==> src/rtl/seven_seg_scan_ctrl.sv <==
// Scan controller for a dual-digit common-anode 7-segment display.
// Shares one nibble decoder between two digits with dead time and frame-synchronous updates.
//
// Ports:
//   clk        - system clock, rising edge
//   reset      - synchronous, active-high
//   load       - 1-cycle strobe, captures d0/d1 into the pending buffer
//   d0, d1     - new values for digit 0 (right) and digit 1 (left)
//   blank_en   - forces both anodes off; sequencing continues
//   s          - nibble to the 7-segment decoder
//   an         - active-low anode enables, an[0]=digit0, an[1]=digit1
//   frame_done - 1-cycle pulse on the commit cycle (last cycle of BLANK1)
//   pend       - pending values not yet committed
module seven_seg_scan_ctrl #(
  parameter int SHOW_CYCLES  = 12000,
  parameter int BLANK_CYCLES = 48,
  parameter int CNT_W = $clog2((SHOW_CYCLES > BLANK_CYCLES) ?
                               SHOW_CYCLES : BLANK_CYCLES) + 1
) (
  input  logic       clk,
  input  logic       reset,
  input  logic       load,
  input  logic [3:0] d0,
  input  logic [3:0] d1,
  input  logic       blank_en,
  output logic [3:0] s,
  output logic [1:0] an,
  output logic       frame_done,
  output logic       pend
);

  typedef enum logic [1:0] {
    SHOW0  = 2'd0,
    BLANK0 = 2'd1,
    SHOW1  = 2'd2,
    BLANK1 = 2'd3
  } state_t;

  localparam logic [CNT_W-1:0] SHOW_LAST  = CNT_W'(SHOW_CYCLES - 1);
  localparam logic [CNT_W-1:0] BLANK_LAST = CNT_W'(BLANK_CYCLES - 1);

  state_t           state;
  state_t           state_nx;
  logic [CNT_W-1:0] cnt;
  logic [CNT_W-1:0] cnt_nx;
  logic             last;
  logic             commit;

  logic [3:0]       act0;
  logic [3:0]       act1;
  logic [3:0]       pnd0;
  logic [3:0]       pnd1;
  logic             pend_q;
  logic             blank_q;

  // Phase sequencer
  always_ff @(posedge clk) begin
    if (reset) begin
      state <= BLANK1;
      cnt   <= '0;
    end else begin
      state <= state_nx;
      cnt   <= cnt_nx;
    end
  end

  always_comb begin
    state_nx = state;
    cnt_nx   = cnt + 1'b1;
    last     = 1'b0;
    case (state)
      SHOW0:  last = (cnt == SHOW_LAST);
      BLANK0: last = (cnt == BLANK_LAST);
      SHOW1:  last = (cnt == SHOW_LAST);
      BLANK1: last = (cnt == BLANK_LAST);
      default: last = 1'b1;
    endcase
    if (last) begin
      cnt_nx = '0;
      case (state)
        SHOW0:   state_nx = BLANK0;
        BLANK0:  state_nx = SHOW1;
        SHOW1:   state_nx = BLANK1;
        BLANK1:  state_nx = SHOW0;
        default: state_nx = BLANK1;
      endcase
    end
  end

  assign commit = (state == BLANK1) && (cnt == BLANK_LAST);

  // Double buffer: displayed values only change on the commit cycle,
  // so a frame never shows a mix of old and new digits.
  always_ff @(posedge clk) begin
    if (reset) begin
      act0    <= '0;
      act1    <= '0;
      pnd0    <= '0;
      pnd1    <= '0;
      pend_q  <= 1'b0;
      blank_q <= 1'b0;
    end else begin
      // Registered so blank_en has no combinational path to an
      blank_q <= blank_en;
      if (commit) begin
        pend_q <= 1'b0;
        if (load) begin
          act0 <= d0;
          act1 <= d1;
        end else if (pend_q) begin
          act0 <= pnd0;
          act1 <= pnd1;
        end
      end else if (load) begin
        pnd0   <= d0;
        pnd1   <= d1;
        pend_q <= 1'b1;
      end
    end
  end

  // Blank phases present the upcoming digit so the decoder settles
  // before its anode turns on.
  always_comb begin
    an = 2'b11;
    s  = act0;
    case (state)
      SHOW0: begin
        an = 2'b10;
        s  = act0;
      end
      BLANK0: s = act1;
      SHOW1: begin
        an = 2'b01;
        s  = act1;
      end
      BLANK1: s = act0;
      default: s = act0;
    endcase
    if (blank_q) an = 2'b11;
  end

  assign frame_done = commit;
  assign pend       = pend_q;

endmodule
==> config.mk <==
export PLATFORM = sky130hd
export DESIGN_NAME = seven_seg_scan_ctrl
export DESIGN_NICKNAME = d
export VERILOG_FILES = /design/src/rtl/seven_seg_scan_ctrl.sv
export SDC_FILE = /design/constraint.sdc
export NUM_CORES = 1
export LEC_CHECK = 0
export ABC_AREA = 1
export BUFFER_PORTS_ARGS = -buffer_cell sky130_fd_sc_hd__buf_2
export CORE_MARGIN = 1
export CORE_UTILIZATION = 35
export CTS_CLUSTER_DIAMETER = 60
export DETAILED_ROUTE_END_ITERATION = 10
export GPL_ROUTABILITY_DRIVEN = 0
export HOLD_SLACK_MARGIN = 0.03
export PLACE_DENSITY = 0.59
export SETUP_SLACK_MARGIN = 0.1
export SLEW_MARGIN = 25
export SYNTH_ARGS = -nofsm -noshare
export SYNTH_HDL_FRONTEND = slang
export SYNTH_SLANG_ARGS = --single-unit
==> constraint.sdc <==
create_clock -name clk -period 2.6 [get_ports clk]
set_clock_uncertainty 0.05 [all_clocks]
set_input_delay 0.39 -clock clk [delete_from_list [all_inputs] [get_ports clk]]
set_output_delay 0.39 -clock clk [all_outputs]
set_load 0.03 [all_outputs]
==> results of run 1 <==
## area by class of cell
cell class                      instances  area, µm²
Clock buffer                            5       68.8
Clock inverter                          3       67.6
Fill cell                             557       2970
Inverter                               32        120
Multi-Input combinational cell        183       1010
Sequential cell                        35        701
Tap cell                               70       87.6
Timing Repair Buffer                   21        110
## per-stage QoR
step / std cells / cell area (µm²) / hold WS (ns)
after floorplan: 258 / 1880 / 0.367
after global placement: 341 / 2030 / 0.385
after detailed placement: 341 / 2030 / 0.393
after CTS: 349 / 2170 / 0.217
after global routing: 349 / 2170 / 0.220
final: 349 / 2170 / 0.220
## sequential cells by signal, summed over array words and instances, names as in the netlist
name	flops
cnt	15
act0	4
state	2
pend	1
blank_q	1
pnd0	4
pnd1	4
act1	4
## metal layers
layer | vias up | track usage
met5 | - | 0
met4 | 0 | 0.0432
met2 | 20 | 0.252
met1 | 687 | 0.166
li1 | 840 | -
met3 | 5 | 0.0397
## power breakdown
group          internal, mW  leakage (nW)  total (mW)  switching (mW)
combinational        0.0351         0.639      0.0749          0.0398
sequential            0.550         0.285       0.560         0.00917
clock                 0.382        0.0644       0.583           0.200
## final timing paths
path,from,end,slack [ns],cells past startpoint
max,cnt[0],frame_done,0.40,6
min,reset,blank_q,0.22,2
max reg2reg,state[1],cnt[10],0.93,8
min reg2reg,cnt[0],cnt[0],0.41,1
## kinds of logic (layout without fill, tap and decap cells)
logic type,count (synthesis),count (layout)
muxes,8,8
AOI/OAI and AO/OA,16,16
buffers and inverters,40,61
adders and majority gates,7,7
xor gates and xnor gates,9,9
DFF,35,35
and+or+nand+nor,143,143
## layout by cell type (no fill, tap or decap), types with 3 or more instances in the layout
cell	count
a21oi_1	3
ha_1	7
o21ai_0	5
nor2_1	52
nand3_2	3
nor3_1	3
nand3_1	17
inv_1	30
buf_2	19
nand4_1	4
xnor2_1	3
a21oi_2	8
nand2_1	53
clkbuf_8	5
mux2_2	8
nor2_2	3
dfxtp_1	35
xor2_1	6
==> key figures, run 1 <==
Synth
  – Synth Cell Area: approximately 1900 µm²
  – Asr flop ratio synth: 0
  – Yosys top cell by area: dfxtp_1
  – Synthesized area per cell: 7.30 µm²
  – Combinational family with the most area after synthesis: simple AND/OR/NAND/NOR gates
  – Main synth FF type: dfxtp_1
  – Count leader, synth: nand2_1
  – Post-synth cell types: 26
  – Mapped Nets: between 200 and 300
  – Syn Inst Count: 258
  – XOR/XNOR share of the synthesized area: 0.0419
  – Synth area leaders: dfxtp_1, nand2_1, nor2_1
  – Most common library cells after synthesis: nand2_1, nor2_1, dfxtp_1
  – Number of synthesized flops with an enable pin: 0
  – Post-synthesis sequential area ratio: 0.372
  – Post-synthesis mux area share: 0.0478
  – Synth top area share: 0.372
  – Flops & latches, synth: 35
  – Adder-cell share of the synthesized area: 0.0465
  – Yosys warns: 0
  – Synth Area in Simple Gates: 0.343
  – Synth Area in Compound Gates: 0.0585

Routing
  – Routed via count: 1552
  – Post-Route M1 WL: 1.61 mm
  – DRC viols: 0
  – Iter 0 DRT Violations: 48
  – Via density: 4.45
  – Met2 Routed Length: about 1.7 mm
  – Pre-antenna DRT Iters: 4
  – WL met3: ~120 µm
  – Top routing layer in use: met4
  – Routed wire length: 3.45 mm
  – WL/cell: 9.88 µm
  – DRT antenna net count: 0

Setup path
  – Critical-path cell list: ha_1, nand3_2, nor2_4, nand3_4, inv_1, buf_2
  – Worst path bufs/invs: 2
  – Worst Path Required: about 2.2 ns
  – CP Data Arrival Time: between 1.5 and 2 ns
  – Slowest cell delay on critical path: 0.36 ns
  – CP max FO: 18
  – Largest delay contributor family on the critical path: simple AND/OR/NAND/NOR gates
  – CP Capture Type: primary output
  – Crit start category: flip-flop
  – Setup CP Type: reg2out
  – Slowest-stage cell, CP: dfxtp_1

GRT
  – Vias in the first global route: 1456
  – First-pass GRT wire length: 6.12 mm
  – Largest net degree at the start of global routing: 21
  – Tot GR Track Use: 0.142
  – Grt ovf: 0
  – Initial antenna violation count: 0

Flow run
  – Max-cap violation count: 0

STA
  – Rel. slew slack: 0.749
  – Worst Tran Pin Value: between 0.3 and 0.4 ns
  – Peak Freq: 455 MHz
  – Tmin final: 2.20 ns
  – Final period util: 0.845
  – Final hold violations: 0
  – RSZ-0062 raised after global routing: false
  – Setup violations, final: 0
  – Final Max Tran Viols: 0
  – Setup slack after layout: 0.404 ns
  – Setup TNS: 0 ns

Pwr
  – VDD IR max: 303 µV
  – Leakage: 0.989 nW
  – PwrDens: around 560 nW/µm²
  – Pwr Total: 1.22 mW

Clocking
  – Clk_lat worst skew: 0.28 ns
  – H-tree depth: 2
  – Post_cts resized: 0
  – Post-CTS setup buffer count: 0
  – Clock Path Buffers: 2
  – Clk sinks: 35
  – Reg clk slew, reported paths: 0.07 ns
  – Num CTS Buffers: 5
  – CTS tree: done
  – CTS Root Buffer Type: clkbuf_8
  – Hold_buf cts: 0

Layout
  – Post-Route Utilization: 0.422
  – Final #Nets: 297
  – Diodes inserted: 0
  – Layout cell share with drive strength beyond 1: 0.215
  – Area Overhead vs Synth: 15.1%

Die
  – Initial Util: 0.366
  – Core ar.: 5140 µm²
  – # IOs: 20
  – Chip width: 75.4 µm
  – Num rows: 26
  – Die Area: 5680 µm²
  – Die Y: 75.4 µm

Placement
  – Port bufs: 19
  – DP HPWL: around 2.6 mm
  – Pre-CTS setup slack: 0.713 ns

Min path
  – Hold WC Path Type: in2reg

Run status
  – Outcome: finished, final reports clean
Power figures use the tool's default switching activity.
==> inputs of run 2 (changes only) <==
--- a/config.mk
+++ b/config.mk
@@ -5,7 +5,7 @@
 export SDC_FILE = /design/constraint.sdc
 export NUM_CORES = 1
 export LEC_CHECK = 0
-export ABC_AREA = 1
+export ABC_AREA = 0
 export BUFFER_PORTS_ARGS = -buffer_cell sky130_fd_sc_hd__buf_2
 export CORE_MARGIN = 1
 export CORE_UTILIZATION = 35
==> constraint.sdc (replaced) <==
create_clock -name clk -period 2.05 [get_ports clk]
set_clock_uncertainty 0.05 [all_clocks]
set_input_delay 0.3075 -clock clk [delete_from_list [all_inputs] [get_ports clk]]
set_output_delay 0.3075 -clock clk [all_outputs]
set_load 0.03 [all_outputs]
==> run 2 against run 1 <==
  * The flow now finishes with violations (negative setup slack)
  * Combinational power rose by 35%
  * Register-to-register slack got worse by 1.0 ns
  * Synthesized cell count fell by 26%
  * Sequential power rose by 26%
  * Cell count fell by 16%
  * Global-route usage rose by 2.1 points
  * Cell area rose by 5.2%
  * Area after synthesis fell by 2.7%
  * Critical path depth fell by 1
  * Via count fell by 3.8%
  * Die area fell by 2.6%
==> key figures, run 2 <==
Run status
  – Outcome: finished with violations
  – Violated checks: negative setup slack

GRT
  – Grt ovf: 0
  – Tot GR Track Use: 0.162
  – Initial antenna violation count: 0
  – First-pass GRT wire length: between 6 and 7 mm
  – Largest net degree at the start of global routing: 28
  – Vias in the first global route: approximately 1400

STA
  – Peak Freq: 464 MHz
  – Final period util: 1.05
  – Worst Tran Pin Value: 0.445 ns
  – Final Max Tran Viols: 0
  – Hold Worst Slack: 0.177 ns
  – RSZ-0062 raised after global routing: true
  – Rel. slew slack: 0.699
  – Setup violations, final: 29
  – Setup slack after layout: -0.107 ns
  – Final hold violations: 0
  – Tmin final: 2.16 ns

Synth
  – Synth top area share: 0.383
  – Mapped Nets: 209
  – Synth area leaders: dfxtp_1, ha_1, mux2i_1
  – Number of synthesized flops with an enable pin: 0
  – Post-synthesis sequential area ratio: 0.383
  – Yosys top cell by area: dfxtp_1
  – XOR/XNOR share of the synthesized area: 0.0526
  – Combinational family with the most area after synthesis: simple AND/OR/NAND/NOR gates
  – Synth Area in Simple Gates: 0.219
  – Synth Area in Compound Gates: 0.184
  – Count leader, synth: dfxtp_1
  – Asr flop ratio synth: 0
  – Post-synth cell types: 37
  – Synthesized area per cell: 9.64 µm²
  – Most common library cells after synthesis: dfxtp_1, nor2_1, nand2_1
  – Flops & latches, synth: 35
  – Yosys warns: 0
  – Syn Inst Count: between 150 and 200
  – Synth Cell Area: 1830 µm²
  – Main synth FF type: dfxtp_1
  – Post-synthesis mux area share: 0.0683
  – Adder-cell share of the synthesized area: 0.0478

Clocking
  – H-tree depth: 2
  – CTS tree: done
  – Num CTS Buffers: 5
  – Clock Path Buffers: 2
  – Clk sinks: 35
  – Reg clk slew, reported paths: 0.07 ns
  – CTS Root Buffer Type: clkbuf_8
  – Clk_lat worst skew: 0.29 ns

Die
  – # IOs: 20
  – Die Area: 5530 µm²
  – Initial Util: 0.375
  – Num rows: 25
  – Chip width: 74.3 µm
  – Core ar.: 4880 µm²
  – Die Y: approximately 74 µm

Pwr
  – Pwr Total: 1.36 mW
  – PwrDens: ~590 nW/µm²
  – VDD IR max: 238 µV
  – Leakage: between 0.8 and 0.9 nW

Placement
  – Placed instance count: between 200 and 300
  – DP HPWL: 2.72 mm
  – Port bufs: 19

Routing
  – Via density: slightly above 5
  – Iter 0 DRT Violations: 125
  – WL/cell: 13.0 µm
  – Routed wire length: 3.81 mm
  – DRC viols: 0
  – Pre-antenna DRT Iters: 5
  – DRT antenna net count: 0
  – Routed via count: 1493

Setup path
  – Critical path origin: cnt[7]
  – Worst Path Required: approximately 1.7 ns
  – CP max FO: 2
  – Setup CP Type: reg2out
  – CP Data Arrival Time: 1.80 ns
  – CP Capture Type: primary output
  – RR Startpoint: cnt[7]
  – Critical-path cell list: or4b_4, buf_6, nor4_4, and2_4, buf_6
  – Crit start category: flip-flop
  – Slowest-stage cell, CP: or4b_4
  – CP dominant cell by count: buf_6
  – Slowest cell delay on critical path: 0.54 ns

Flow run
  – Max-cap violation count: 0

Layout
  – Diodes inserted: 0
  – Layout cell share with drive strength beyond 1: 0.369
  – Post-Route Utilization: 0.467
  – Final Non-Filler Cells: 292
  – Commonest cells after routing, fill and taps aside: dfxtp_1, buf_4, nor2_1
  – Most flop-heavy register: cnt
  – Area Overhead vs Synth: 24.5%
  – Final #Nets: about 240
  – Most common cell after layout, fill and taps aside: dfxtp_1
  – Largest register FFs: 15

Min path
  – Hold WC Path Type: in2reg
  – Hold Startpoint: blank_en
==> run 2: cell types whose count changed in the layout (fill, tap and decap cells not counted), moves of 6 or more <==
cell     previous run  this run
buf_6               0         7
buf_4               2        16
nand4_1             4        11
nor2_1             52        15
nand3_1            17         8
a21oi_2             8         0
mux2i_1             0         8
inv_1              30         2
o41ai_1             0         6
xnor2_1             3         9
nand2_1            53        13
o21ai_2             0         9
==> run 2: final timing paths <==
kind	endpoint	slack (ns)	depth (start not counted)
worst min-delay path	blank_q	0.18	2
worst max register to register	cnt[5]	-0.07	7
worst max-delay path	frame_done	-0.11	5
worst min register to register	cnt[0]	0.42	1
==> run 2: repair_timing <==
item | CTS | global route
resized for setup | 11 | 17
endpoints found under the hold margin | 0 | 0
setup buffers | 2 | 0
setup endpoints to repair | 36 | 38
pin swaps | 3 | 3
cloned | 0 | 0
hold buffers | 0 | 0
==> run 2: critical path, delay by kind of cell, from the launching register on <==
kind,cells,cell delay [ns]
DFF,1,0.31
buffers and inverters,2,0.26
and+or+nand+nor,3,0.94
==> run 2: cell type report <==
| cell class | count | area, µm² |
|---|---|---|
| multi-input cells | 139 | 1080 |
| inverters | 5 | 18.8 |
| well taps | 67 | 83.8 |
| fillers | 499 | 2600 |
| flip-flops and latches | 35 | 712 |
| clock buffers | 8 | 100 |
| repair buffers | 38 | 289 |
==> run 2: cells by family (layout without fill, tap and decap cells) <==
| group | after synthesis | after routing |
|---|---|---|
| buffers and inverters | 16 | 51 |
| xor gates and xnor gates | 11 | 11 |
| DFF | 35 | 35 |
| muxes | 12 | 12 |
| and+or+nand+nor | 73 | 73 |
| AOI/OAI and AO/OA | 36 | 36 |
| adders and majority gates | 7 | 7 |
==> run 2: per-layer routing <==
metal  global-route usage  vias to the layer above  share of wire
met5                    0                        -              0
met4               0.0692                        0          0.019
met3               0.0488                        7          0.031
met2                0.230                       18           0.43
met1                0.228                      689           0.52
li1                     -                      779              -
==> run 2: power by group <==
group | total [mW] | switching (mW) | internal, mW
clock network | 0.551 | 0.244 | 0.307
logic | 0.101 | 0.0622 | 0.0388
registers | 0.704 | 0.0104 | 0.694
total | 1.36 | 0.317 | 1.04
==> run 2: metrics by stage <==
| stage | setup slack [ns] | area [µm²] | setup TNS [ns] |
|---|---|---|---|
| 6_report | -0.107 | 2280 | -1.26 |
| 5_1_grt | -0.197 | 2280 | -3.50 |
| 4_1_cts | -0.143 | 2240 | -1.23 |
| 3_5_place_dp | -0.0220 | 2090 | -0.0763 |
| 3_3_place_gp | -0.00580 | 2090 | -0.0218 |
| 2_1_floorplan | -0.0318 | 1850 | -0.203 |
